File: config.mk
export PLATFORM = sky130hd
export DESIGN_NAME = uart_fifo_sync_param
export DESIGN_NICKNAME = d
export VERILOG_FILES = /design/src/rtl/uart_fifo_sync_param.sv
export SDC_FILE = /design/constraint.sdc
export NUM_CORES = 2
export LEC_CHECK = 0
export CAP_MARGIN = 25
export CELL_PAD_IN_SITES_DETAIL_PLACEMENT = 1
export CELL_PAD_IN_SITES_GLOBAL_PLACEMENT = 2
export CORE_MARGIN = 4
export CORE_UTILIZATION = 45
export DETAILED_ROUTE_END_ITERATION = 10
export GPL_TIMING_DRIVEN = 0
export PLACE_DENSITY_LB_ADDON = 0.3
export REMOVE_ABC_BUFFERS = 1
export SYNTH_ARGS = -nofsm -noshare
export SYNTH_HDL_FRONTEND = slang
export SYNTH_SLANG_ARGS = --single-unit
File: constraint.sdc
create_clock -name clock -period 5.9 [get_ports clock]
set_clock_uncertainty 0.15 [all_clocks]
set_input_delay 1.18 -clock clock [delete_from_list [all_inputs] [get_ports clock]]
set_output_delay 1.18 -clock clock [all_outputs]
set_load 0.1 [all_outputs]
File: src/rtl/uart_fifo_sync_param.sv
// rtl/uart_fifo_sync_param.sv - parametrised single-clock FIFO with FWFT option, thresholds and sticky errors
module uart_fifo_sync_param #(
  parameter int WIDTH      = 8,
  parameter int DEPTH_LOG2 = 8,
  parameter int FWFT       = 0,
  parameter int AFULL_TH   = (1 << DEPTH_LOG2) - 4,
  parameter int AEMPTY_TH  = 4
) (
  input  logic                  clock,
  input  logic                  reset_n,
  input  logic                  flush,
  input  logic                  clr_err,
  input  logic                  write_n,
  input  logic [WIDTH-1:0]      data_in,
  input  logic                  read_n,
  input  logic [DEPTH_LOG2:0]   level,
  output logic [WIDTH-1:0]      data_out,
  output logic [DEPTH_LOG2:0]   count,
  output logic                  full,
  output logic                  empty,
  output logic                  almost_full,
  output logic                  almost_empty,
  output logic                  half,
  output logic                  overflow,
  output logic                  underflow
);

  localparam int CW    = DEPTH_LOG2 + 1;
  localparam int DEPTH = 1 << DEPTH_LOG2;

  localparam logic [CW-1:0]         CNT_DEPTH = CW'(DEPTH);
  localparam logic [CW-1:0]         CNT_ONE   = CW'(1);
  localparam logic [CW-1:0]         AFULL_C   = CW'(AFULL_TH);
  localparam logic [CW-1:0]         AEMPTY_C  = CW'(AEMPTY_TH);
  localparam logic [DEPTH_LOG2-1:0] PTR_ONE   = DEPTH_LOG2'(1);

  logic [WIDTH-1:0]      mem_q [DEPTH];
  logic [DEPTH_LOG2-1:0] wr_ptr_q, wr_ptr_d;
  logic [DEPTH_LOG2-1:0] rd_ptr_q, rd_ptr_d;
  logic [CW-1:0]         count_q, count_d;
  logic [WIDTH-1:0]      dout_q, dout_d;
  logic                  ovf_q, ovf_d;
  logic                  unf_q, unf_d;

  logic rd_ok, wr_ok, wr_rej, rd_rej;

  assign count        = count_q;
  assign full         = (count_q == CNT_DEPTH);
  assign empty        = (count_q == '0);
  assign almost_full  = (count_q >= AFULL_C);
  assign almost_empty = (count_q <= AEMPTY_C);
  assign half         = (count_q >= level);
  assign overflow     = ovf_q;
  assign underflow    = unf_q;

  // In FWFT mode the head word is shown live; dout_q keeps the last popped word for when the FIFO runs dry.
  assign data_out = ((FWFT != 0) && !empty) ? mem_q[rd_ptr_q] : dout_q;

  // A read frees a slot in the same cycle, so a write at full is accepted alongside it.
  assign rd_ok  = !read_n && !empty;
  assign wr_ok  = !write_n && (!full || rd_ok);
  assign wr_rej = !write_n && !wr_ok;
  assign rd_rej = !read_n && empty;

  always_comb begin
    wr_ptr_d = wr_ptr_q;
    rd_ptr_d = rd_ptr_q;
    count_d  = count_q;
    dout_d   = dout_q;
    if (flush) begin
      wr_ptr_d = '0;
      rd_ptr_d = '0;
      count_d  = '0;
      dout_d   = '0;
    end else begin
      if (wr_ok) begin
        wr_ptr_d = wr_ptr_q + PTR_ONE;
      end
      if (rd_ok) begin
        rd_ptr_d = rd_ptr_q + PTR_ONE;
        dout_d   = mem_q[rd_ptr_q];
      end
      if (wr_ok && !rd_ok) begin
        count_d = count_q + CNT_ONE;
      end else if (rd_ok && !wr_ok) begin
        count_d = count_q - CNT_ONE;
      end
    end
    ovf_d = wr_rej ? 1'b1 : (clr_err ? 1'b0 : ovf_q);
    unf_d = rd_rej ? 1'b1 : (clr_err ? 1'b0 : unf_q);
  end

  always_ff @(posedge clock or negedge reset_n) begin
    if (!reset_n) begin
      wr_ptr_q <= '0;
      rd_ptr_q <= '0;
      count_q  <= '0;
      dout_q   <= '0;
      ovf_q    <= 1'b0;
      unf_q    <= 1'b0;
    end else begin
      wr_ptr_q <= wr_ptr_d;
      rd_ptr_q <= rd_ptr_d;
      count_q  <= count_d;
      dout_q   <= dout_d;
      ovf_q    <= ovf_d;
      unf_q    <= unf_d;
    end
  end

  always_ff @(posedge clock) begin
    if (wr_ok && !flush) begin
      mem_q[wr_ptr_q] <= data_in;
    end
  end

endmodule

==> flow_summary_export.csv <==
group,metric,value,unit
critical_path,r2r_slack,0.39,ns
logic_synthesis,yosysUniqueCellTypes,57,
cells_and_area,layout_common_cells,"edfxtp_1, mux4_2, nor2_1",
critical_path,cp.required,6.48,ns
critical_path,cp_max_fo,40,
cells_and_area,finalNetCount,4042,
logic_synthesis,netlist_top_cells_area,"edfxtp_1, mux4_2, mux2i_1, nor2_1, dfrtp_1",
logic_synthesis,ys.warnings.count,0,
place,placed_cell_area,85550,um^2
logic_synthesis,yosys.area.top_type,"edfxtp_1",
clocking,cts_tree,"yes",
place,numPlacedInstances,6150,
floorplanning,die_w,433.8,um
critical_path,max_stage_delay,0.66,ns
floorplanning,fp.coreArea,180500,um^2
pwr,p_total,34.54,mW
logic_synthesis,synthCells,3882,
timing,fin_crit_sh,93.41,%
drt,drt-total-wl,211800,um
pwr,p_sw_share,25.12,%
critical_path,worstSetupStartpointType,"flop",
global_routing,grt_max_degree,161,
cells_and_area,ff_latch_area,62390,um^2
place,io_buffers,46,
timing,finalSetupViolCount,0,
logic_synthesis,synth_flop_cell,"edfxtp_1",
logic_synthesis,synth_enable_flop_cells,2048,
place,gp_congestion,0.7689,
timing,slew_headroom,26.76,%
logic_synthesis,synth_seq_cells,2083,
timing,worst_slew_pin_slew,1.089,ns
cells_and_area,area_growth,13.12,%
floorplanning,dieHeight,433.8,um
clocking,clock_path_buffers,3,
status,status,"complete, no violations",
critical_path,cpMostUsedCell,"buf_16",
pwr,power_per_cell_area,374.2,nW/um^2
clocking,h-tree-depth,4,
critical_path,path_cells,"buf_16 -> buf_16 -> buf_16 -> buf_16 -> buf_16 -> buf_16 -> mux4_2 -> mux2i_1 -> o21ai_0 -> nor3_1 -> nor2_1 -> o21ai_0 -> a31oi_1 -> a221o_1",
global_routing,antenna_found_initial,6,
logic_synthesis,async_reset_ff_share,1.680,%
place,dp_hpwl,129300,um
global_routing,grt_pass1_vias,41804,
worst_hold_path,hp-class,"flop to flop",
timing,grt_setup_unrepaired,"no",
critical_path,cp_slowest_cell,"dfrtp_4",
pwr,power_switching,8.676,mW
timing,post-route-min-period,5.511,ns
global_routing,grt_usage,22.89,%
pwr,clkPwrFrac,37.4,%
logic_synthesis,synth.top_cell.area_share,75.38,%
job,max_cap_violations,0,
clocking,cts_buffers,209,
timing,holdWs,0.3917,ns
cells_and_area,multiInputGateArea,17960,um^2
critical_path,setup.worst_path.class,"flop to flop",
drt,via_per_inst,6.058,
logic_synthesis,ys_seq_area_share,76.46,%
critical_path,cp-end-kind,"flop",
cells_and_area,layout.cells.non_filler,6545,
pwr,vdd_drop_max,0.0002446,V
critical_path,cp-startpoint,"rd_ptr_q[0]",
clocking,root_buffer,"clkbuf_16",
clocking,clkTransAtPathRegs,0.06,ns
floorplanning,fp-row-count,156,
floorplanning,dieArea,188200,um^2
drt,drc_errors,0,
pwr,leakage,28.46,nW
clocking,clk_latency,0.86,ns
critical_path,endpoint,"data_out[4]",
critical_path,reg2reg_depth,14,
drt,drt-pass1-iter-count,6,
cells_and_area,num_antenna_cells,0,
worst_hold_path,min_from,"overflow",
timing,slew_viol_final,0,
timing,fmaxAchievable,181.5,MHz
drt,drtIter0Drc,4484,
logic_synthesis,synth_area,81580,um^2
floorplanning,pin_count,47,
pwr,cellInternalPower,25.86,mW
floorplanning,start_util,45.19,%
logic_synthesis,avgSynthCellArea,21.02,um^2
critical_path,worst_r2r_endpoint,"data_out[4]",
drt,wl_per_cell,32.35,um
pwr,seqPwrFrac,47.6,%
critical_path,arrival,6.09,ns
cells_and_area,n_fill_cell,15687,
global_routing,grt_pass1_wl,309500,um
cells_and_area,fin_util,51.12,%
drt,vias,39647,
cells_and_area,drive_above_1_share,22.90,%
global_routing,grt_overflow,0,
pwr,pwr-share-comb,14.9,%
drt,antenna_left,0,
timing,finalHoldViolCount,0,
cells_and_area,finish.instance_area,92290,um^2
clocking,cts.sinks,2083,
cells_and_area,final_common_cell,"edfxtp_1",
critical_path,r2r_start,"rd_ptr_q[0]",
## stage by stage
step | TNS [ns] | setup WS, ns
global placement | - | -36.17
finish | 0 | 0.3891
detailed placement | -20.44 | -0.1788
floorplan | -240.10 | -15.94
CTS | 0 | 0.05605
global route | 0 | 0.04785
## sequential cells by signal, indices dropped and copies added (netlist names)
| signal | count |
|---|---|
| mem_q | 2048 |
| wr_ptr_q | 8 |
| rd_ptr_q | 8 |
| overflow | 1 |
| data_out | 8 |
| count | 9 |
| underflow | 1 |
## area by class of cell
type | instances | share of cell area [%]
clock buffers | 261 | 5.946
clock inverters | 129 | 1.269
inverters | 19 | 0.08541
multi-input cells | 1560 | 19.47
flip-flops and latches | 2083 | 67.61
well taps | 2370 | 3.213
repair buffers | 123 | 2.413
## power by group through the flow
stage / registers, mW / logic, mW / clock network (mW)
after floorplan: 17.3 / 3.52 / 0
after global routing: 16.4 / 5.49 / 13.9
final: 16.4 / 5.16 / 12.9
after global placement: 17.3 / 4.64 / 0
after CTS: 16.5 / 5.22 / 13.2
after detailed placement: 16.8 / 5.20 / 0
## cells in the mapped netlist, types with 7 or more instances
| master | count |
|---|---|
| mux2i_1 | 120 |
| a221oi_1 | 11 |
| nor2_1 | 312 |
| buf_6 | 28 |
| nand4_1 | 15 |
| edfxtp_1 | 2048 |
| nand3_1 | 39 |
| buf_2 | 69 |
| inv_1 | 18 |
| nand2_1 | 169 |
| a211oi_1 | 16 |
| buf_1 | 19 |
| xor2_1 | 10 |
| o21ai_0 | 25 |
| a31oi_1 | 19 |
| o22ai_1 | 37 |
| nor2b_1 | 26 |
| dfrtp_1 | 35 |
| a22oi_1 | 36 |
| a22o_1 | 9 |
| buf_4 | 24 |
| xnor2_1 | 10 |
| nor3_1 | 13 |
| ha_1 | 22 |
| mux4_2 | 525 |
| a21oi_1 | 51 |
| clkbuf_1 | 77 |
| o211ai_1 | 8 |
| a32oi_1 | 7 |
## worst min-delay path by stage
stage | end | cells after the start
6_report | overflow | 2
5_1_grt | overflow | 2
4_1_cts | underflow | 2
3_5_place_dp | underflow | 2
3_3_place_gp | overflow | 2
2_1_floorplan | rd_ptr_q[7] | 2
## critical path, delay by kind of cell (launching register included)
family	cells	cell delay (ns)
simple gates	2	0.39
buf+inv	6	1.82
mux	2	0.84
flops	1	0.66
compound gates	4	1.35
## layer usage
metal	GRT usage [%]	vias up	share of wire [%]
met4	6.360	4	2.8
li1	-	16331	-
met1	33.15	21608	43
met3	3.951	321	6.4
met2	36.23	1383	48
met5	0	-	0.013
## logic make-up (layout without fill, tap and decap cells)
| logic type | Yosys count | count (layout) | share of synthesized area, % |
|---|---|---|---|
| flip-flops | 2083 | 2083 | 76.46 |
| multiplexers | 650 | 650 | 16.03 |
| AND/OR/NAND/NOR | 602 | 602 | 3.092 |
| AO/OA/AOI/OAI | 265 | 265 | 2.225 |
| buffers and inverters | 239 | 532 | 1.615 |
| adder cells (fa/ha/maj) | 23 | 23 | 0.3619 |
| XOR/XNOR | 20 | 20 | 0.2147 |
## what timing repair did
action / 4_1_cts / 5_1_grt
buffers inserted: 0 / 1
hold buffers: 1 / 0
hold endpoints to repair: 6 / 0
resized for setup: 0 / 1
endpoints found under the setup margin: 0 / 3
Power figures use the tool's default switching activity.
